$ cat src/rtl/div_ctrl_pkg.sv
// Shared definitions for the divider ratio controller: ratio width, minimum
// legal ratio and the sequencing state encoding.
package div_ctrl_pkg;

  localparam int RATIO_W = 4;
  localparam logic [RATIO_W-1:0] MIN_RATIO = 4'd2;

  typedef enum logic [2:0] {
    ST_IDLE    = 3'd0,
    ST_ARB     = 3'd1,
    ST_QUIESCE = 3'd2,
    ST_HOLD    = 3'd3,
    ST_RELEASE = 3'd4,
    ST_SETTLE  = 3'd5
  } state_t;

  function automatic logic ratio_ok(input logic [RATIO_W-1:0] ratio);
    return (ratio >= MIN_RATIO);
  endfunction

endpackage

$ cat src/rtl/rr_arbiter.sv
// Round-robin grant over NREQ requesters; the pointer advances past the
// granted requester only when the grant is accepted.
module rr_arbiter #(
  parameter int NREQ = 2
) (
  input  logic                                clk,
  input  logic                                reset_n,
  input  logic [NREQ-1:0]                     i_req,
  input  logic                                i_accept,
  output logic                                o_gnt_valid,
  output logic [((NREQ > 1) ? $clog2(NREQ) : 1)-1:0] o_gnt_idx
);
  localparam int IDX_W = (NREQ > 1) ? $clog2(NREQ) : 1;

  logic [IDX_W-1:0] r_ptr;
  int               w_sel;

  // Scan offsets from farthest to nearest so the first valid at/after the pointer wins.
  always_comb begin
    o_gnt_valid = 1'b0;
    o_gnt_idx   = '0;
    w_sel       = 0;
    for (int k = NREQ - 1; k >= 0; k--) begin
      w_sel       = (int'(r_ptr) + k) % NREQ;
      o_gnt_valid = i_req[w_sel[IDX_W-1:0]] ? 1'b1 : o_gnt_valid;
      o_gnt_idx   = i_req[w_sel[IDX_W-1:0]] ? w_sel[IDX_W-1:0] : o_gnt_idx;
    end
  end

  // Pointer register, moved to grant+1 (wrapping) on accept.
  always_ff @(posedge clk or negedge reset_n) begin
    if (!reset_n) begin
      r_ptr <= '0;
    end else if (i_accept && o_gnt_valid) begin
      r_ptr <= (o_gnt_idx == IDX_W'(NREQ - 1)) ? '0 : o_gnt_idx + 1'b1;
    end else begin
      r_ptr <= r_ptr;
    end
  end

endmodule

$ cat src/rtl/div_ratio_ctrl.sv
// Sequences glitch-safe ratio changes of the programmable clock divider:
// arbitrate, quiesce, hold in reset while loading, release, confirm lock.
module div_ratio_ctrl
  import div_ctrl_pkg::*;
#(
  parameter int NREQ        = 2,
  parameter int DEFAULT_N   = 2,
  parameter int HOLD_CYC    = 3,
  parameter int QUIESCE_MAX = 32,
  parameter int SETTLE_MAX  = 64
) (
  input  logic                    clk,
  input  logic                    reset_n,
  input  logic [NREQ-1:0]         req_valid,
  input  logic [RATIO_W*NREQ-1:0] req_ratio,
  output logic [NREQ-1:0]         req_ready,
  input  logic                    div_out,
  output logic [RATIO_W-1:0]      div_n,
  output logic                    div_rst_n,
  output logic                    busy,
  output logic                    locked,
  output logic                    err_pulse
);
  localparam int IDX_W    = (NREQ > 1) ? $clog2(NREQ) : 1;
  localparam int CNT_MAX0 = (QUIESCE_MAX > SETTLE_MAX) ? QUIESCE_MAX : SETTLE_MAX;
  localparam int CNT_MAX  = (CNT_MAX0 > HOLD_CYC) ? CNT_MAX0 : HOLD_CYC;
  localparam int CNT_W    = $clog2(CNT_MAX + 1);
  localparam logic [CNT_W-1:0] CNT_SAT  = CNT_W'(CNT_MAX);
  localparam logic [CNT_W-1:0] Q_LAST   = CNT_W'(QUIESCE_MAX - 1);
  localparam logic [CNT_W-1:0] H_LAST   = CNT_W'(HOLD_CYC - 1);
  localparam logic [CNT_W-1:0] S_LAST   = CNT_W'(SETTLE_MAX - 1);

  state_t               r_state;
  state_t               w_next_state;
  logic [CNT_W-1:0]     r_cnt;
  logic [1:0]           r_edges;
  logic                 r_d_q;
  logic                 r_d_prev;
  logic                 w_rise;
  logic [RATIO_W-1:0]   r_ratio;
  logic [RATIO_W-1:0]   r_div_n;
  logic                 r_div_rst_n;
  logic [NREQ-1:0]      r_req_ready;
  logic                 r_locked;
  logic                 r_err;
  logic                 r_busy;
  logic                 w_gnt_valid;
  logic [IDX_W-1:0]     w_gnt_idx;
  logic                 w_accept;
  logic [RATIO_W-1:0]   w_sel_ratio;
  logic                 w_lock_set;
  logic                 w_lock_clr;
  logic                 w_err_set;

  assign w_rise   = r_d_q & ~r_d_prev;
  assign w_accept = (r_state == ST_IDLE) && w_gnt_valid;

  rr_arbiter #(.NREQ(NREQ)) u_arb (
    .clk         (clk),
    .reset_n     (reset_n),
    .i_req       (req_valid),
    .i_accept    (w_accept),
    .o_gnt_valid (w_gnt_valid),
    .o_gnt_idx   (w_gnt_idx)
  );

  // Ratio lane of the current grant.
  always_comb begin
    w_sel_ratio = '0;
    for (int i = 0; i < NREQ; i++) begin
      w_sel_ratio = (w_gnt_idx == IDX_W'(i)) ? req_ratio[RATIO_W*i +: RATIO_W] : w_sel_ratio;
    end
  end

  // Next-state logic and one-shot control flags.
  always_comb begin
    w_next_state = r_state;
    w_lock_set   = 1'b0;
    w_lock_clr   = 1'b0;
    w_err_set    = 1'b0;
    case (r_state)
      ST_IDLE: begin
        if (w_gnt_valid) w_next_state = ST_ARB;
        else             w_next_state = ST_IDLE;
      end
      ST_ARB: begin
        if (!ratio_ok(r_ratio)) begin
          w_err_set    = 1'b1;
          w_next_state = ST_IDLE;
        end else if ((r_ratio == r_div_n) && r_locked) begin
          w_next_state = ST_IDLE;
        end else begin
          w_lock_clr   = 1'b1;
          w_next_state = ST_QUIESCE;
        end
      end
      ST_QUIESCE: begin
        // A stuck-high divider output must not block reprogramming forever.
        if (!r_d_q || (r_cnt == Q_LAST)) w_next_state = ST_HOLD;
        else                             w_next_state = ST_QUIESCE;
      end
      ST_HOLD: begin
        if (r_cnt == H_LAST) w_next_state = ST_RELEASE;
        else                 w_next_state = ST_HOLD;
      end
      ST_RELEASE: begin
        w_next_state = ST_SETTLE;
      end
      ST_SETTLE: begin
        if (w_rise && (r_edges == 2'd1)) begin
          w_lock_set   = 1'b1;
          w_next_state = ST_IDLE;
        end else if (r_cnt == S_LAST) begin
          w_err_set    = 1'b1;
          w_next_state = ST_IDLE;
        end else begin
          w_next_state = ST_SETTLE;
        end
      end
      default: begin
        w_next_state = ST_HOLD;
      end
    endcase
  end

  // State, per-state cycle counter, edge counter and divider-output sampling.
  always_ff @(posedge clk or negedge reset_n) begin
    if (!reset_n) begin
      r_state  <= ST_HOLD;
      r_cnt    <= '0;
      r_edges  <= 2'd0;
      r_d_q    <= 1'b0;
      r_d_prev <= 1'b0;
    end else begin
      r_state  <= w_next_state;
      r_d_q    <= div_out;
      r_d_prev <= r_d_q;
      if (w_next_state != r_state) r_cnt <= '0;
      else if (r_cnt != CNT_SAT)   r_cnt <= r_cnt + 1'b1;
      else                         r_cnt <= r_cnt;
      if (r_state == ST_RELEASE)                          r_edges <= 2'd0;
      else if ((r_state == ST_SETTLE) && w_rise && (r_edges != 2'd3)) r_edges <= r_edges + 2'd1;
      else                                                r_edges <= r_edges;
    end
  end

  // Registered outputs; div_n only moves on entry to HOLD, with the divider in reset.
  always_ff @(posedge clk or negedge reset_n) begin
    if (!reset_n) begin
      r_ratio     <= RATIO_W'(DEFAULT_N);
      r_div_n     <= RATIO_W'(DEFAULT_N);
      r_div_rst_n <= 1'b0;
      r_req_ready <= '0;
      r_locked    <= 1'b0;
      r_err       <= 1'b0;
      r_busy      <= 1'b1;
    end else begin
      r_ratio     <= w_accept ? w_sel_ratio : r_ratio;
      r_req_ready <= w_accept ? (NREQ'(1'b1) << w_gnt_idx) : '0;
      if ((r_state == ST_QUIESCE) && (w_next_state == ST_HOLD)) r_div_n <= r_ratio;
      else                                                       r_div_n <= r_div_n;
      r_div_rst_n <= (w_next_state != ST_HOLD);
      if (w_lock_clr)      r_locked <= 1'b0;
      else if (w_lock_set) r_locked <= 1'b1;
      else                 r_locked <= r_locked;
      r_err       <= w_err_set;
      r_busy      <= (w_next_state != ST_IDLE);
    end
  end

  assign req_ready = r_req_ready;
  assign div_n     = r_div_n;
  assign div_rst_n = r_div_rst_n;
  assign busy      = r_busy;
  assign locked    = r_locked;
  assign err_pulse = r_err;

endmodule

$ cat config.mk
export PLATFORM = sky130hd
export DESIGN_NAME = div_ratio_ctrl
export DESIGN_NICKNAME = d
export VERILOG_FILES = /design/src/rtl/div_ctrl_pkg.sv /design/src/rtl/rr_arbiter.sv /design/src/rtl/div_ratio_ctrl.sv
export SDC_FILE = /design/constraint.sdc
export NUM_CORES = 1
export LEC_CHECK = 0
export ABC_AREA = 1
export BUFFER_PORTS_ARGS = -buffer_cell sky130_fd_sc_hd__buf_2
export CAP_MARGIN = 30
export CELL_PAD_IN_SITES_DETAIL_PLACEMENT = 1
export CELL_PAD_IN_SITES_GLOBAL_PLACEMENT = 1
export CORE_ASPECT_RATIO = 1.1
export CORE_MARGIN = 2
export CORE_UTILIZATION = 44
export CTS_CLUSTER_DIAMETER = 150
export DETAILED_ROUTE_END_ITERATION = 10
export PLACE_DENSITY = 0.86
export SLEW_MARGIN = 25
export SYNTH_ARGS = -nofsm -noshare
export SYNTH_HDL_FRONTEND = slang
export SYNTH_SLANG_ARGS = --single-unit
$ cat constraint.sdc
create_clock -name clk -period 4.9 [get_ports clk]
set_clock_uncertainty 0.1 [all_clocks]
set_input_delay 0.245 -clock clk [delete_from_list [all_inputs] [get_ports clk]]
set_output_delay 0.245 -clock clk [all_outputs]
set_load 0.02 [all_outputs]
; ---- After elaboration in Yosys (flattened, before gate mapping)
; Index checks and enable logic that the tools add are counted.
; Widths: inputs -> output; s select.
[totals]
inputBits = 13
word_cells = 86
reg_bits = 29
output_inout_bits = 10
[classes]
reduce_logical = 14
n_lt_le_gt_ge = 3
bitwise = 2
addsub = 4
eq_ne = 15
n_shift = 1
mux = 34
[op_table]
columns = op, count
row1 = $mux 1, 21
row2 = $pmux 3 s6, 1
row3 = $mux 7, 2
row4 = $mux 2, 5
row5 = $eq 3x2->1 const B, 3
row6 = $mux 3, 3
row7 = $add 7x1->7 const B, 1
row8 = $eq 7x2->1 const B, 1
row9 = $eq 7x5->1 const B, 1
row10 = $eq 7x6->1 const B, 1
row11 = $logic_and 1x1->1, 7
row12 = $ne 7x7->1 const B, 1
row13 = $eq 3x3->1 const B, 2
row14 = $reduce_bool 2->1, 3
row15 = $eq 4x4->1, 1
row16 = $ge 4x2->1 const B, 1
row17 = $lt 1x2->1 const B, 2
row18 = $mux 4, 1
row19 = $eq 3x1->1 const B, 1
row20 = $logic_not 3->1, 1
row21 = $ne 3x2->1 const B, 1
row22 = $ne 3x3->1, 1
row23 = $reduce_bool 3->1, 1
row24 = $add 1x1->1 const B, 2
row25 = 9 further kinds, 9

; ---- Depth between registers and ports, before layout
[depth]
ltp_word = 9
ltp_mapped = 12
depth_no_buf = 12

; ---- By module
; From an unflattened synthesis, not the netlist that was laid out.
[unflattened]
cells_unflattened = 174
area_unflattened_um2 = 1521.5
[modules_own_cells]
columns = mod, n_inst, seq_area_each_um2, area_each_um2, cells_per_inst
row1 = div_ratio_ctrl, 1, 706.9, 1462.7, 166
row2 = rr_arbiter, 1, 25.0, 58.8, 8

; ---- Least setup slack after synthesis
; OpenSTA, ideal clock, no wires.
[synth_timing]
kind = reg-to-reg
start = register r_cnt[0]
end = register r_cnt[0]
t_arrival_ns = 1.379
path_stages_with_launch = 13
n_path_buf = 0
path_slack_ns = 3.349
setup_ns = 0.072
synth_period_minus_slack_ns = 1.551
required_time_ns = 4.728
path_cell_list = dfrtp_1 inv_1 ha_1 inv_1 nor2_1 nand3_1 nand2_1 inv_1 nor2_2 nand3_2 nand2_2 nand3_4 nor2_1
[synth_between]
elab_chain_cells = 6
elab_cells_between_ends = 15
classes_between = add/sub: 1 / eq/ne: 5 / mux: 7 / reduce/logical: 2
[synth_rtl]
columns = element, line
row1 = from (decl), div_ratio_ctrl.sv:35  ; logic [CNT_W-1:0] r_cnt;
row2 = from (signal assigned), div_ratio_ctrl.sv:139  ; else if (r_cnt != CNT_SAT) r_cnt <= r_cnt + 1'b1;
row3 = from (signal assigned), div_ratio_ctrl.sv:140  ; else r_cnt <= r_cnt;
row4 = $eq 7x6->1 / $eq 7x5->1 (equally long branches), "div_ratio_ctrl.sv:113, div_ratio_ctrl.sv:99"
row5 = $mux 3 / $logic_or 1x1->1 (equally long branches), "div_ratio_ctrl.sv:113, div_ratio_ctrl.sv:99"
row6 = $mux 3 / $mux 1 (equally long branches), "div_ratio_ctrl.sv:110, div_ratio_ctrl.sv:99"
row7 = $pmux 3 s6 *, div_ratio_ctrl.sv:81  ; case (r_state)
row8 = net w_next_state[0], div_ratio_ctrl.sv:34  ; state_t w_next_state;
row9 = $ne 3x3->1 *, div_ratio_ctrl.sv:138  ; if (w_next_state != r_state) r_cnt <= '0;
row10 = $mux 7 / $reduce_bool 2->1 (equally long branches), --
; The timed path passes the listed nets; every way through them passes the cells marked *. The select of a mux whose other input is x is not followed.
; A chain may end at the register's enable or synchronous reset.

; ---- Worst setup path after layout
[layout_timing]
start = register r_cnt[1]
end = register r_cnt[0]
; The elaborated chain is that of the path after synthesis.

==> out/results.txt <==
The area of all sequential standard cells was 732 um2. The run gives 0.987 mW as the overall power. The run gives 3890 um2 as the total die area.

Routability-driven placement finished with a final weighted congestion of 0.850. The tools report the number of antenna violations at the first check in global routing as 0. After synthesis, the largest family of logic cells by area is simple AND/OR/NAND/NOR gates. The internal power of the cells totals 0.580 mW. The floorplan die width was 59.7 um. The number of levels the H-tree was split into came out at 2. The net count of the finished layout is 232. In the layout the commonest cells are nand2_1 (46), inv_1 (29), nor2_1 (24), dfrtp_1 (24), buf_2 (22). At the pin with the least slew margin, the transition time is 0.659 ns. The flow ran to the end, and the final reports show no timing, DRC or antenna violations. The first detailed-routing pass took 4 iterations. Fill cells in the final layout number 420.

The final number of hold-violating endpoints was 0; the total power per unit cell area was 563 nW/um2. The synthesized netlist devotes 4.17% of its cell area to adder and majority cells. The post-detailed-routing wire length is 3440 um. The class of the most critical setup path is reg2reg. The die is 65.2 um tall. Of the total power, the clock network draws 21.1%. Once the floorplan was initialized, standard cells occupied 45.4% of the core. After detailed routing, the number of vias per cell comes to 5.15.

The run gives 26 as the number of different library cells in the post-synthesis netlist. The area growth from synthesis to layout is 17.0%. Combined area of the multi-input logic cells: 653 um2.

The most common cell after layout, fill and taps aside is nand2_1. In the final layout, the share of cells above drive strength 1 is 20.9%. The first routing iteration left 24 violations. After floorplanning, the core was divided into 22 placement rows. The total clock sinks is 29, and the number of design rule violations left after detail routing is 0.

Averaged over all synthesized cells, the footprint is 8.15 um2. The fraction of the yosys area taken by sequential cells is 48.8%. The worst setup path is launched from a flop. Entering global routing, the biggest net connects 30 pins.

Net count of the mapped netlist: 202. The count of nets left with antenna violations once routing finished came out at 0. STA puts the critical path data arrival time at 2.04 ns.

The logs give 0 for the number of failing setup endpoints in the final timing report and 40.2% for the combinational share of power. Static timing analysis puts the maximum clock frequency at 0.523 GHz. Setup repair after global routing left no endpoint under its margin. STA classifies the critical path endpoint as a flop. Measured against its own limit, the worst slew margin works out to 56.1%.

The synthesized-area fraction occupied by ao, oa, aoi and oai cells was 7.68%; the clock slew at the register clock pins of the worst setup and hold paths was 0.10 ns. Summed over all nets, the switching power comes to 0.406 mW. The analysis attributes to cell leakage a power of 0.897 nW. Dividing the final minimum period by the clock period gives 39.0%. No sink is reached through more buffers than the 2 on the longest clock path.

The tools report the number of global-route vias before repair as 1,351. In the synthesized netlist, mux cells make up 0.751% of the area. The final max-slew violation count was 0; the final worst-path setup slack was 2.99 ns. TritonCTS built the clock tree. The tools report the detailed placer's ending HPWL as 2720 um.

The logs give 53.1% for the final core utilization and 5 for the total CTS buffers. The largest voltage drop on the vdd net was 0.179 mV. The first global-routing pass estimated 5790 um of wire. The sequential cell fraction of total power is 38.6%, and the total of buffers placed on input and output ports is 22. Summing every instance area after synthesis gives 1500 um2. The maximum fanout encountered on the critical timing path came out at 10. Required time at the endpoint of the critical path: 5.02 ns. The core footprint was 3300 um2; the post-layout minimum cycle time was 1.91 ns.

During I/O placement, the number of pins put on the boundary was 23. The Yosys step of the flow raised 0 warnings. Routed via count: 1,293. The worst hold path belongs to the class in2reg.

The switching power as a share of total power is 41.2%. For the reported max-cap violation count, the log shows 0. Global routing used 20.3% of the available tracks.

Post-CTS timing repair inserted 0 buffers for setup. The synthesized netlist devotes 28.6% of its cell area to simple gates. The sum of overflow across all layers after global routing came out at 0. The synthesized design contains 29 register bits. Synthesis produced 184 cells.

The repair_antennas step left the layout with diodes totalling 0. In the final timing run, aggregate negative setup slack is 0 ns. Timing analysis after detailed placement gives a worst setup slack of 2.99 ns. The clock latency on the worst-skew pair is 0.33 ns, and the xor and xnor fraction of the mapped netlist area is 2.34%. Dividing the detail-routed wire length by the instance count gives 13.7 um. The tree is rooted in a clkbuf_4.
## power by group through the flow
| stage | Combinational, mW | Clock [mW] | Sequential [mW] |
|---|---|---|---|
| 6_report | 0.397 | 0.209 | 0.381 |
| 3_3_place_gp | 0.382 | 0 | 0.379 |
| 3_5_place_dp | 0.402 | 0 | 0.387 |
| 4_1_cts | 0.405 | 0.213 | 0.382 |
| 5_1_grt | 0.458 | 0.223 | 0.390 |
| 2_1_floorplan | 0.266 | 0 | 0.402 |
## cell families after synthesis
family | after synthesis
multiplexers | 1
AO/OA/AOI/OAI | 19
adder cells (fa/ha/maj) | 5
AND/OR/NAND/NOR | 96
flip-flops | 29
XOR/XNOR | 4
buffers and inverters | 30
## layer usage
layer  GRT usage, %  share of wire, %  vias to the layer above
met5              0                 0                        -
met4           10.0               2.2                        0
met3           4.13               2.6                        9
met2           37.4                54                       21
met1           21.3                41                      625
li1               -                 -                      638
## synthesized netlist by cell type
cell,number,area share [%]
nand3_2,2,1.3
buf_2,1,0.33
nand2_2,1,0.42
nand4_1,3,1.3
nor2_1,24,6.0
nand3_4,1,1.2
dfstp_2,5,8.8
inv_1,29,7.3
nand2_1,46,12
nand3_1,10,3.3
nor2_2,5,2.1
o22ai_1,1,0.42
a31oi_1,1,0.42
xnor2_1,1,0.58
o21ai_0,10,3.3
nor4_1,1,0.42
o31ai_1,1,0.50
o211ai_1,4,2.0
xor2_1,3,1.8
mux2_2,1,0.75
nor3_1,2,0.67
a21boi_0,1,0.50
dfrtp_1,24,40
ha_1,5,4.2
o21bai_1,1,0.50
or2_2,1,0.42
## stage by stage
step | hold WS, ns | cell area [um2] | std cells
2_1_floorplan | -0.151 | 1500 | 184
3_5_place_dp | 0.210 | 1650 | 241
3_3_place_gp | 0.198 | 1650 | 241
4_1_cts | 0.0394 | 1750 | 251
5_1_grt | 0.0521 | 1750 | 251
6_report | 0.0433 | 1750 | 251
## sequential cells by signal, summed over array words and instances, names as in the netlist
signal,count
r_ratio,4
u_arb.r_ptr,1
err_pulse,1
r_state,3
r_d_q,1
div_n,4
locked,1
r_edges,2
busy,1
r_cnt,7
r_d_prev,1
req_ready,2
div_rst_n,1
## final timing paths
path	start	depth (start not counted)	endpoint	slack, ns
setup / recovery	r_cnt[1]	8	r_cnt[0]	2.99
hold / removal	req_ratio[7]	3	r_ratio[3]	0.04
setup reg to reg	r_cnt[1]	8	r_cnt[0]	2.99
hold reg to reg	r_d_q	0	r_d_prev	0.37
max in group asynchronous	reset_n	2	r_cnt[0]	3.91
min in group asynchronous	reset_n	2	r_ratio[3]	0.37
## critical path, stage by stage (launching register included)
cell	delay [ns]
dfrtp_1	0.41
ha_1	0.23
nand3_2	0.14
o21ai_0	0.23
nand2_1	0.27
nand3_2	0.20
nand2_2	0.08
nand3_4	0.10
nor2_1	0.05
## layout make-up
class,count,share of cell area [%]
sequential,29,41.7
tap,36,2.57
clock inverter,1,1.71
clock buffer,7,3.14
inverter,29,6.21
timing repair buffer,24,7.42
multi-input combinational,125,37.2
## what timing repair did
action | 4_1_cts | 5_1_grt
resized for setup | 0 | 0
hold buffers | 2 | 0
hold endpoints to repair | 25 | 0
(Power assumes the default switching activity.)
